**config.mk**
```make
export PLATFORM = sky130hd
export DESIGN_NAME = vga_sync_gen_flat
export DESIGN_NICKNAME = d
export VERILOG_FILES = /design/src/rtl/vga_timing_pkg.sv /design/src/rtl/vga_sync_gen_if.sv /design/src/rtl/pix_tick_gen.sv /design/src/rtl/vga_sync_gen.sv /design/src/flat_wrapper.sv
export SDC_FILE = /design/constraint.sdc
export NUM_CORES = 1
export LEC_CHECK = 0
export ABC_AREA = 1
export CAP_MARGIN = 5
export CORE_MARGIN = 2
export CORE_UTILIZATION = 47
export DETAILED_ROUTE_END_ITERATION = 10
export PLACE_DENSITY = 0.72
export SLEW_MARGIN = 20
export SYNTH_ARGS = -nofsm -noshare
export SYNTH_HDL_FRONTEND = slang
export SYNTH_SLANG_ARGS = --single-unit
export TNS_END_PERCENT = 100
```
**constraint.sdc**
```tcl
create_clock -name clk -period 1.4 [get_ports clk]
set_input_delay 0.21 -clock clk [delete_from_list [all_inputs] [get_ports clk]]
set_output_delay 0.21 -clock clk [all_outputs]
set_load 0.01 [all_outputs]
```
**src/rtl/vga_timing_pkg.sv**
```systemverilog
// Purpose: default 640x480@60 timing constants, derived totals and a small
//          range-decode helper shared by the VGA sync generator.
// Ports:   none (package).
package vga_timing_pkg;

  localparam int unsigned CNT_W     = 10;

  localparam int unsigned DEF_DIV    = 4;
  localparam int unsigned DEF_H_VIS  = 640;
  localparam int unsigned DEF_H_FP   = 16;
  localparam int unsigned DEF_H_SYNC = 96;
  localparam int unsigned DEF_H_BP   = 48;
  localparam int unsigned DEF_V_VIS  = 480;
  localparam int unsigned DEF_V_FP   = 10;
  localparam int unsigned DEF_V_SYNC = 2;
  localparam int unsigned DEF_V_BP   = 33;

  // 800 and 525 with the defaults above
  localparam int unsigned DEF_H_TOT = DEF_H_VIS + DEF_H_FP + DEF_H_SYNC + DEF_H_BP;
  localparam int unsigned DEF_V_TOT = DEF_V_VIS + DEF_V_FP + DEF_V_SYNC + DEF_V_BP;

  // True when lo <= val < hi
  function automatic logic in_range(logic [CNT_W-1:0] val,
                                    logic [CNT_W-1:0] lo,
                                    logic [CNT_W-1:0] hi);
    return (val >= lo) && (val < hi);
  endfunction

endpackage

```
**src/rtl/vga_sync_gen_if.sv**
```systemverilog
// Purpose: bundle of raster position and timing strobes from the sync generator.
// Ports:   master drives h/v counters, hsync_n, vsync_n, video_on, pix_tick,
//          line_start, frame_start; slave observes them.
interface vga_sync_gen_if;
  import vga_timing_pkg::*;

  logic [CNT_W-1:0] h_counter;
  logic [CNT_W-1:0] v_counter;
  logic             hsync_n;
  logic             vsync_n;
  logic             video_on;
  logic             pix_tick;
  logic             line_start;
  logic             frame_start;

  modport master (
    output h_counter, v_counter, hsync_n, vsync_n, video_on,
           pix_tick, line_start, frame_start
  );

  modport slave (
    input  h_counter, v_counter, hsync_n, vsync_n, video_on,
           pix_tick, line_start, frame_start
  );

endinterface

```
**src/rtl/pix_tick_gen.sv**
```systemverilog
// Purpose: clock divider producing a registered one-clk pixel strobe every DIV clks.
// Ports:   clk, clear_n (async active-low reset), pix_tick (registered strobe).
module pix_tick_gen #(
  parameter int unsigned DIV = 4
) (
  input  logic clk,
  input  logic clear_n,
  output logic pix_tick
);

  localparam int unsigned    DIV_W = (DIV > 1) ? $clog2(DIV) : 1;
  localparam logic [DIV_W-1:0] LAST = DIV_W'(DIV - 1);

  logic [DIV_W-1:0] div_q;
  logic [DIV_W-1:0] div_d;

  // Divider next value: 0..DIV-1 then wrap
  always_comb begin
    div_d = div_q + DIV_W'(1);
    if (div_q == LAST) begin
      div_d = '0;
    end
  end

  // Strobe is decoded from the next divider value so it lines up with div_q == LAST
  always_ff @(posedge clk or negedge clear_n) begin
    if (!clear_n) begin
      div_q    <= '0;
      pix_tick <= 1'b0;
    end else begin
      div_q    <= div_d;
      pix_tick <= (div_d == LAST);
    end
  end

endmodule

```
**src/rtl/vga_sync_gen.sv**
```systemverilog
// Purpose: free-running VGA raster counters with registered sync/blank decode
//          and line/frame start strobes.
// Ports:   clk, clear_n (async active-low reset), vga (master modport carrying
//          h_counter, v_counter, hsync_n, vsync_n, video_on, pix_tick,
//          line_start, frame_start).
module vga_sync_gen
  import vga_timing_pkg::*;
#(
  parameter int unsigned DIV    = DEF_DIV,
  parameter int unsigned H_VIS  = DEF_H_VIS,
  parameter int unsigned H_FP   = DEF_H_FP,
  parameter int unsigned H_SYNC = DEF_H_SYNC,
  parameter int unsigned H_BP   = DEF_H_BP,
  parameter int unsigned V_VIS  = DEF_V_VIS,
  parameter int unsigned V_FP   = DEF_V_FP,
  parameter int unsigned V_SYNC = DEF_V_SYNC,
  parameter int unsigned V_BP   = DEF_V_BP
) (
  input  logic           clk,
  input  logic           clear_n,
  vga_sync_gen_if.master vga
);

  localparam int unsigned H_TOT = H_VIS + H_FP + H_SYNC + H_BP;
  localparam int unsigned V_TOT = V_VIS + V_FP + V_SYNC + V_BP;

  localparam logic [CNT_W-1:0] H_LAST    = CNT_W'(H_TOT - 1);
  localparam logic [CNT_W-1:0] V_LAST    = CNT_W'(V_TOT - 1);
  localparam logic [CNT_W-1:0] H_VIS_C   = CNT_W'(H_VIS);
  localparam logic [CNT_W-1:0] V_VIS_C   = CNT_W'(V_VIS);
  localparam logic [CNT_W-1:0] H_SYNC_LO = CNT_W'(H_VIS + H_FP);
  localparam logic [CNT_W-1:0] H_SYNC_HI = CNT_W'(H_VIS + H_FP + H_SYNC);
  localparam logic [CNT_W-1:0] V_SYNC_LO = CNT_W'(V_VIS + V_FP);
  localparam logic [CNT_W-1:0] V_SYNC_HI = CNT_W'(V_VIS + V_FP + V_SYNC);

  logic             pix_tick;
  logic [CNT_W-1:0] h_q;
  logic [CNT_W-1:0] v_q;
  logic [CNT_W-1:0] h_d;
  logic [CNT_W-1:0] v_d;
  logic             line_wrap_c;
  logic             frame_wrap_c;
  logic             hsync_n_q;
  logic             vsync_n_q;
  logic             video_on_q;
  logic             line_start_q;
  logic             frame_start_q;

  pix_tick_gen #(
    .DIV (DIV)
  ) u_pix_tick_gen (
    .clk      (clk),
    .clear_n  (clear_n),
    .pix_tick (pix_tick)
  );

  // Next raster position; advances only on pixel strobes
  always_comb begin
    h_d          = h_q;
    v_d          = v_q;
    line_wrap_c  = 1'b0;
    frame_wrap_c = 1'b0;
    if (pix_tick) begin
      if (h_q == H_LAST) begin
        h_d         = '0;
        line_wrap_c = 1'b1;
        if (v_q == V_LAST) begin
          v_d          = '0;
          frame_wrap_c = 1'b1;
        end else begin
          v_d = v_q + CNT_W'(1);
        end
      end else begin
        h_d = h_q + CNT_W'(1);
      end
    end
  end

  // Counters plus decode of the next position, so sync/blank align with the counters
  always_ff @(posedge clk or negedge clear_n) begin
    if (!clear_n) begin
      h_q           <= '0;
      v_q           <= '0;
      hsync_n_q     <= 1'b1;
      vsync_n_q     <= 1'b1;
      video_on_q    <= 1'b1;
      line_start_q  <= 1'b0;
      frame_start_q <= 1'b0;
    end else begin
      h_q           <= h_d;
      v_q           <= v_d;
      hsync_n_q     <= ~in_range(h_d, H_SYNC_LO, H_SYNC_HI);
      vsync_n_q     <= ~in_range(v_d, V_SYNC_LO, V_SYNC_HI);
      video_on_q    <= (h_d < H_VIS_C) && (v_d < V_VIS_C);
      line_start_q  <= line_wrap_c;
      frame_start_q <= frame_wrap_c;
    end
  end

  assign vga.h_counter   = h_q;
  assign vga.v_counter   = v_q;
  assign vga.hsync_n     = hsync_n_q;
  assign vga.vsync_n     = vsync_n_q;
  assign vga.video_on    = video_on_q;
  assign vga.pix_tick    = pix_tick;
  assign vga.line_start  = line_start_q;
  assign vga.frame_start = frame_start_q;

endmodule

```
**src/flat_wrapper.sv**
```systemverilog
// flat-port wrapper written by rule: the top's interface ports become plain ports
module vga_sync_gen_flat import vga_timing_pkg::*;
#(
  parameter int unsigned DIV    = DEF_DIV,
  parameter int unsigned H_VIS  = DEF_H_VIS,
  parameter int unsigned H_FP   = DEF_H_FP,
  parameter int unsigned H_SYNC = DEF_H_SYNC,
  parameter int unsigned H_BP   = DEF_H_BP,
  parameter int unsigned V_VIS  = DEF_V_VIS,
  parameter int unsigned V_FP   = DEF_V_FP,
  parameter int unsigned V_SYNC = DEF_V_SYNC,
  parameter int unsigned V_BP   = DEF_V_BP
)
  (clk, clear_n, vga_h_counter, vga_v_counter, vga_hsync_n, vga_vsync_n, vga_video_on, vga_pix_tick, vga_line_start, vga_frame_start);
  vga_sync_gen_if vga_i ();
  input  logic clk;
  input  logic clear_n;
  output wire logic [$bits(vga_i.h_counter)-1:0] vga_h_counter;
  output wire logic [$bits(vga_i.v_counter)-1:0] vga_v_counter;
  output wire logic [$bits(vga_i.hsync_n)-1:0] vga_hsync_n;
  output wire logic [$bits(vga_i.vsync_n)-1:0] vga_vsync_n;
  output wire logic [$bits(vga_i.video_on)-1:0] vga_video_on;
  output wire logic [$bits(vga_i.pix_tick)-1:0] vga_pix_tick;
  output wire logic [$bits(vga_i.line_start)-1:0] vga_line_start;
  output wire logic [$bits(vga_i.frame_start)-1:0] vga_frame_start;
  assign vga_h_counter = vga_i.h_counter;
  assign vga_v_counter = vga_i.v_counter;
  assign vga_hsync_n = vga_i.hsync_n;
  assign vga_vsync_n = vga_i.vsync_n;
  assign vga_video_on = vga_i.video_on;
  assign vga_pix_tick = vga_i.pix_tick;
  assign vga_line_start = vga_i.line_start;
  assign vga_frame_start = vga_i.frame_start;
  vga_sync_gen #(.DIV(DIV), .H_VIS(H_VIS), .H_FP(H_FP), .H_SYNC(H_SYNC), .H_BP(H_BP), .V_VIS(V_VIS), .V_FP(V_FP), .V_SYNC(V_SYNC), .V_BP(V_BP)) u_core (.clk(clk), .clear_n(clear_n), .vga(vga_i));
endmodule
```
## Yosys cells after proc, flatten, opt, wreduce, memory -nomap -nowiden

Cells that the tools add are included.

- Equal/unequal tests: 4
- Bitwise gates (word level): 2
- Add/subtract/negate cells: 3
- Reduce and logical (&&, ||, !) cells: 3
- Multiplexer cells: 11
- Magnitude comparators: 6

Operators with widths:

| kind | number |
|---|---|
| 2-to-1 mux 10 bit | 5 |
| adder 10 x 1 -> 10 bit, second input constant | 2 |
| == test 10 bit, second input constant | 2 |
| < comparator 10 bit, second input constant | 2 |
| < comparator 10 x 9 -> 1 bit, second input constant | 2 |
| greater-or-equal comparator 10 bit, second input constant | 1 |
| greater-or-equal comparator 10 x 9 -> 1 bit, second input constant | 1 |
| 2-to-1 mux 1 bit | 5 |
| == test 2 bit, second input constant | 2 |
| logical AND 1 bit | 3 |
| adder 2 x 1 -> 2 bit, second input constant | 1 |
| 2-to-1 mux 2 bit | 1 |
| inverter 1 bit | 2 |

- Input bits: 2
- Output and inout bits: 26
- Flip-flop bits (word level): 28
- Logic and storage cells: 38

## Longest topological paths before layout

Gate-level depths: netlist (run 1).

- Depth after elaboration: 7
- Gate-level depth with buffers: 13
- Depth with buffers taken out: 13

## Hierarchy

Synthesis (run 1) repeated with hierarchy kept, for this count alone.

- Cell total of the unflattened synthesis: 225
- Area total of the unflattened synthesis: 1726.7 um^2

Modules (own cells, without submodules):

| module | instances | sequential area each (um^2) | area each (um^2) | cells an instance |
|---|---|---|---|---|
| vga_sync_gen | 1 | 629.4 | 1615.3 | 217 |
| pix_tick_gen | 1 | 75.1 | 111.4 | 8 |

## Worst setup path before layout (run 1)

Ideal clock, no wire load.

- Kind: register -> register
- From: register u_core.h_q[0] (netlist: u_core.vga.h_counter[0])
- To: register u_core.vsync_n_q (netlist: u_core.vga.vsync_n)
- Buffers on the path: 0
- Cell stages (with the launch flop): 13
- Slack: -0.233 ns
- Arrival time: 1.547 ns
- Period minus slack after synthesis: 1.633 ns
- Library setup time: 0.086 ns
- Required time: 1.314 ns
- Cells stage by stage: dfrtp_1 > ha_1 > inv_1 > nor2_1 > nand3_2 > nor2_4 > nand3_2 > nand2_1 > nand2_1 > inv_2 > nand3_1 > nor2_1 > nand3_1

- Word-level cells in the longest chain between the ends: 6
- Elaborated cells between the ends (all ways): 7
- Classes of those cells: 2 x order compare; 1 x eq/ne; 2 x mux; 1 x bitwise; 1 x reduce/logical

RTL lines:

| item | RTL line | RTL |
|---|---|---|
| start: declaration | vga_sync_gen.sv:37 | `logic [CNT_W-1:0] h_q;` |
| start signal: assignment | vga_sync_gen.sv:82 | `h_q <= '0;` |
| start signal: assignment | vga_sync_gen.sv:90 | `h_q <= h_d;` |
| == test 10 bit (*) | vga_sync_gen.sv:64 | `if (h_q == H_LAST) begin` |
| 2-to-1 mux 10 bit (*) | vga_sync_gen.sv:64 |  |
| 2-to-1 mux 10 bit (*) | vga_sync_gen.sv:63 | `if (pix_tick) begin` |
| via u_core.v_d[5] | vga_sync_gen.sv:40 | `logic [CNT_W-1:0] v_d;` |
| greater-or-equal comparator 10 x 9 -> 1 bit or < comparator 10 x 9 -> 1 bit (tied branches) | vga_timing_pkg.sv:26 | `return (val >= lo) && (val < hi);` |
| logical AND 1 bit (*) | vga_timing_pkg.sv:26 |  |
| inverter 1 bit (*) | vga_sync_gen.sv:93 | `vsync_n_q <= ~in_range(v_d, V_SYNC_LO, V_SYNC_HI);` |
| end signal: assignment | vga_sync_gen.sv:93 |  |
| end: declaration | vga_sync_gen.sv:44 | `logic vsync_n_q;` |

The timed path passes the listed nets; every way through them passes the cells marked *.

## Final worst setup path (run 1)

- From: register u_core.h_q[2] (netlist: u_core.vga.h_counter[2])
- To: register u_core.vsync_n_q (netlist: u_core.vga.vsync_n)

The elaborated chain is that of the path after synthesis.

==> results of run 1 <==
## cell usage in the layout, fill, tap and decap left out, drive strengths merged
cell type,n
clkbuf,13
clkdlybuf4s50,1
nor4,1
nand2,68
bufinv,1
o21bai,3
clkdlybuf4s15,10
o21ai,8
xor2,1
nor2,17
dlygate4sd2,6
inv,44
nor3,4
nand4,6
nand3,23
buf,83
dfrtp,25
ha,5
dfstp,3
nand3b,2
a21oi,2
a21boi,2
## cells by family (layout without fill, tap and decap cells)
kind of cell    count (synthesis)  in the layout
compound gates                 15             15
xor+xnor                        1              1
fa+ha+maj                       5              5
buf+inv                        46            158
flops                          28             28
simple gates                  120            121
## worst max-delay path, stage by stage, from the launching register on
cell and delay [ps]:
dfrtp_1 500, nand2_1 140, inv_1 130, nand3_4 110, nor2_4 240, nand3_2 110
nand2_1 110, nand2_1 70, inv_2 60, nand3_2 70, nor2_4 150, nand3_2 70
## synthesized netlist by cell type (2+ instances only)
master	count
dfrtp_1	25
nor2_1	10
nand2_1	64
a21oi_1	2
inv_2	4
nand2_2	3
nand3_2	4
nor2_2	4
nand4_1	6
o21bai_1	2
nand3b_1	2
a21boi_0	2
buf_6	2
nor3_1	4
o21ai_0	7
nand3_1	18
inv_1	39
dfstp_2	3
ha_1	5
## layout make-up
cell class                 instances  area share [%]
sequential                        28            24.9
tap                               46            2.03
inverter                          44            5.92
clock buffer                       3           0.795
multi-input combinational        142            33.6
clock inverter                     1            1.06
timing repair buffer             110            31.7
## metal layers
metal | track usage [%] | vias to the layer above | routed length [µm]
met4 | 12.5 | 0 | 254
met1 | 33.2 | 952 | 2370
met2 | 50.3 | 85 | 3160
li1 | - | 900 | -
met3 | 3.57 | 29 | 279
met5 | 0 | - | 0
## power breakdown
group          internal (mW)  leakage [nW]  switching, mW
Clock                  0.289        0.0279          0.259
Combinational        0.00816          1.20         0.0164
Sequential             0.810         0.365              0
Total                   1.11          1.59          0.275
## through the flow
step / hold WS [ps] / cell area (µm²)
after floorplan: -85.6 / 1670
after global placement: 441 / 2390
after detailed placement: 450 / 2390
after CTS: 210 / 2640
after global routing: 210 / 2830
final: 205 / 2830
## timing repair
item                       in CTS  in global routing
setup endpoints to repair      46                 42
gates cloned                    1                  0
buffers inserted               18                 12
pin swaps                      12                 22
resized for setup              54                 71
## flip-flops by register name (all words and copies together), names as in the netlist
name / cells
u_core.u_pix_tick_gen.pix_tick: 1
u_core.vga.frame_start: 1
u_core.u_pix_tick_gen.div_q: 2
u_core.vga.v_counter: 10
u_core.vga.hsync_n: 1
u_core.vga.line_start: 1
u_core.vga.video_on: 1
u_core.vga.h_counter: 10
u_core.vga.vsync_n: 1
## worst min-delay path by stage
stage                                         startpoint                             end  slack, ps  cells past startpoint
after floorplan                                  clear_n  u_core.u_pix_tick_gen.div_q[0]        -90                      0
final                                            clear_n         u_core.vga.v_counter[0]        210                      2
after detailed placement  u_core.u_pix_tick_gen.div_q[0]  u_core.u_pix_tick_gen.div_q[0]        450                      1
after CTS                                        clear_n         u_core.vga.v_counter[0]        210                      2
after global placement    u_core.u_pix_tick_gen.div_q[0]  u_core.u_pix_tick_gen.div_q[0]        440                      1
after global routing                             clear_n         u_core.vga.v_counter[0]        210                      2
==> impl_metrics.toml, run 1 <==
[outcome]
status = "complete, but fails checks"
violations = "negative setup slack"

[synth]
netlist_instances = 215
synth.cell_area_um2 = 1650
avgSynthCellArea_um2 = 7.67
synthTopCellsByArea = "dfrtp_1 (38%), nand2_1 (15%), inv_1 (8.9%)"
synth-edff-count = 0
synth_top_family_by_area = "simple AND/OR/NAND/NOR gates"
synth_mux_area_share_pct = 0
synthSimpleGateAreaFrac_pct = 35.8
synth_cell_types = 28
synth-xor-area-share_pct = 0.531
synth_adder_area_share_pct = 3.79
ys_seq_area_share_pct = 42.7
ys_ff_latch = 28
syn_nets = 222
synth_compound_area_share_pct = 5.77
async_flop_share_pct = 100
yosysTopAreaCell = "dfrtp_1"
synth-warning-count = 0
ys.flop_type = "dfrtp_1"
synth_top_area_share_pct = 37.9

[worst_setup_path]
cp_max_fo = 5
cp-endpoint = "u_core.vga.vsync_n"
worst-setup-path-type = "flop to flop"
arrival_ps = 2090
rr_worst_depth = 11
startpoint = "u_core.vga.h_counter[2]"
r2r-start = "u_core.vga.h_counter[2]"
worst_setup_path_start_kind = "flop"
critical_path.endpoint_type = "flop"
required_ps = 1690
r2r-end = "u_core.vga.vsync_n"
ff2ff_setup_slack_ps = -400

[timing]
hold_viol = 0
slew_viol_final = 0
setup_ws_ps = -404
skew_ps = 4.95
rsz0062_at_grt = "yes"
period_needed_ps = 1800
setup_tns_ps = -3620
setup_violations = 19
min_period_over_period_pct = 129
max_freq_mhz = 554
slew-limit-headroom_pct = 63.8
tightestPinTransition_ps = 538

[clocking]
hold_buffers = 0
h-tree-depth = 1
insertion_delay_ps = 330
cts_tree = "built"
clock-root-buffer = "clkbuf_4"
clock-sinks = 28
clock_path_buffers = 2
cts.clk_slew.worst_paths_ps = 160
cts_made_buffers = 3

[floorplanning]
die_h_um = 63.2
die_w_um = 63.2
num_rows = 21
initial_core_util_pct = 49.0
fp.dieArea_um2 = 4000
ios = 28
coreArea_um2 = 3360

[finish]
ff_latch_area_um2 = 706
fillers = 202
multiInputGateArea_um2 = 953
syn_to_final_growth_pct = 71.9
fin_util_pct = 84.3
antenna_cells = 0
drive_gt1_share_pct = 50.9
fin_cells = 374
fin_nets = 336

[grt]
gr-total-overflow = 0
antenna_found_initial = 0
grt_usage_pct = 27.9
grt_pass1_wl_mm = 8.78
grt_max_degree = 29
grt_pass1_vias = 1964

[detailed_routing]
vias = 1966
drc = 0
wl_per_cell_um = 16.2
drt_iter0_drc = 191
via_per_inst = 5.26
wirelength_mm = 6.06
drtPass1Iterations = 4
drtAntennaViolNets = 0

[placement]
gp_congestion = 0.934
place_ws_ps = -322
io_buffers = 27
dp_hpwl_mm = 3.30
dp_cells = 340

[power]
total_power_mw = 1.38
ir_worst_vdd_uv = 509
p_leak_nw = 1.59
powerDensity_nw_per_um2 = 488

[hold_path]
holdCritPathClass = "input pin to async pin"

[job]
maxCapViolations = 0
(Power assumes the default switching activity.)
==> inputs of run 2 (changes only) <==
--- a/config.mk
+++ b/config.mk
@@ -6,11 +6,13 @@
 export NUM_CORES = 1
 export LEC_CHECK = 0
 export ABC_AREA = 1
+export ABC_CLOCK_PERIOD_IN_PS = 1400
 export CAP_MARGIN = 5
 export CORE_MARGIN = 2
-export CORE_UTILIZATION = 47
+export CORE_UTILIZATION = 40
 export DETAILED_ROUTE_END_ITERATION = 10
-export PLACE_DENSITY = 0.72
+export GPL_TIMING_DRIVEN = 0
+export PLACE_DENSITY = 0.62
 export SLEW_MARGIN = 20
 export SYNTH_ARGS = -nofsm -noshare
 export SYNTH_HDL_FRONTEND = slang
==> impl_metrics.toml, run 2 (synthesis results as in run 1) <==
[hold_path]
holdCritPathClass = "flop to flop"

[finish]
fillers = 378
drive_gt1_share_pct = 31.8
syn_to_final_growth_pct = 40.1
final_common_cell = "nand2_1"
multiInputGateArea_um2 = 851
layout_common_cells = "nand2_1 (55), inv_1 (37), buf_4 (26), dfrtp_1 (24), dlygate4sd2_1 (23)"
fin_nets = 282
fin_cells = 324
fin_util_pct = 58.2
antenna_cells = 0
ff_latch_area_um2 = 706

[grt]
gr-total-overflow = 0
antenna_found_initial = 0
grt_pass1_vias = 1439
grt_max_degree = 29
grt_pass1_wl_mm = 6.40
grt_usage_pct = 18.3

[worst_setup_path]
worst_setup_path_start_kind = "flop"
critical_path.endpoint_type = "flop"
arrival_ps = 1870
required_ps = 1620
cp_max_fo = 8
cpMostUsedCell = "nand2_1"
path_cells = "ha_2 -> inv_2 -> nor2_2 -> nand3_2 -> nor2_4 -> buf_4 -> nand2_1 -> nand2_1 -> nand2_1 -> nand3_2 -> nor2_4 -> nor2_1"
slowest_delay_ps = 380
worst-setup-path-type = "flop to flop"
cpMaxStageDelayCell = "dfrtp_1"

[clocking]
cts.clk_slew.worst_paths_ps = 100
insertion_delay_ps = 270
clock-sinks = 28
h-tree-depth = 1
clock-root-buffer = "clkbuf_8"
cts_made_buffers = 3
cts_tree = "built"
clock_path_buffers = 2

[outcome]
violations = "negative setup slack"
status = "complete, but fails checks"

[timing]
setup_violations = 13
skew_ps = 2.49
whs_ps = 460
slew-limit-headroom_pct = 59.6
period_needed_ps = 1660
slew_viol_final = 0
hold_viol = 0
setup_ws_ps = -257
rsz0062_at_grt = "yes"
max_freq_mhz = 604
tightestPinTransition_ps = 607
min_period_over_period_pct = 118
setup_tns_ps = -1310

[placement]
dp_hpwl_mm = 2.62
dp_cells = 292
gp_congestion = 0.873
io_buffers = 27

[detailed_routing]
drt_iter0_drc = 88
drc = 0
wirelength_mm = 3.72
drtAntennaViolNets = 0
drtPass1Iterations = 4
vias = 1521
wl_per_cell_um = 11.5
via_per_inst = 4.69

[power]
switching_power_mw = 0.271
internal_power_mw = 1.06
total_power_mw = 1.33
p_leak_nw = 1.32
p_clk_share_pct = 38.1
switching_share_pct = 20.3
powerDensity_nw_per_um2 = 578
seq_power_share_pct = 60.6
ir_worst_vdd_uv = 326
combPwrFrac_pct = 1.3

[floorplanning]
initial_core_util_pct = 41.5
die_h_um = 68.2
num_rows = 23
die_w_um = 68.2
coreArea_um2 = 3970
ios = 28
fp.dieArea_um2 = 4650

[job]
maxCapViolations = 0
## run 2: changes by cell type in the layout (fill, tap and decap cells not counted), moves of 9 or more
cell             delta
buf_4              -43
clkbuf_2            -9
buf_6              -10
clkdlybuf4s15_1    -10
dlygate4sd2_1      +17
## run 2: worst max-delay path: cells and delay by family, from the launching register on
family	cells	cell delay, ps
flops	1	380
buf+inv	2	210
fa+ha+maj	1	200
simple gates	9	800
## run 2: cell type report
cell class	instances	share of cell area, %
multi-input combinational	141	36.8
sequential	28	30.6
timing repair buffer	55	19.4
inverter	44	7.15
tap	50	2.71
clock buffer	4	2.38
buffer	2	0.975
## run 2: metrics by stage
step	cell area, µm²	setup slack, ps
floorplan	1670	-209
global placement	2000	-451
detailed placement	2000	-392
CTS	2230	-281
global route	2310	-417
finish	2310	-257
## run 2: power groups by stage
stage / sequential (mW) / combinational [mW] / clock, mW
after CTS: 0.809 / 0.0201 / 0.530
after global placement: 0.824 / 0.0192 / 0
after detailed placement: 0.824 / 0.0181 / 0
after global routing: 0.809 / 0.0220 / 0.561
after floorplan: 0.824 / 0.000000604 / 0
final: 0.809 / 0.0178 / 0.508
## run 2: per-layer routing
layer	routed length [µm]	vias up	share of wire, %	global-route usage, %
li1	-	784	-	-
met3	84	2	2.3	1.48
met5	0	-	0	0
met4	27	0	0.73	5.25
met1	1780	711	48	25.8
met2	1830	24	49	30.0
## run 2: worst paths after layout
path | depth (start not counted) | startpoint | end | slack [ps]
min reg2reg | 1 | u_core.u_pix_tick_gen.div_q[0] | u_core.u_pix_tick_gen.div_q[0] | 460
min | 1 | u_core.u_pix_tick_gen.div_q[0] | u_core.u_pix_tick_gen.div_q[0] | 460
max | 12 | u_core.vga.h_counter[1] | u_core.vga.video_on | -260
max reg2reg | 12 | u_core.vga.h_counter[1] | u_core.vga.video_on | -260
max in group asynchronous | 2 | clear_n | u_core.vga.h_counter[0] | 490
min in group asynchronous | 2 | clear_n | u_core.vga.line_start | 470
## run 2: repair_timing
action / 4_1_cts / 5_1_grt
gates resized for setup: 34 / 18
setup buffers: 22 / 5
pin swaps: 5 / 13
endpoints found under the setup margin: 42 / 24
hold buffers: 1 / 0
hold endpoints to repair: 25 / 0
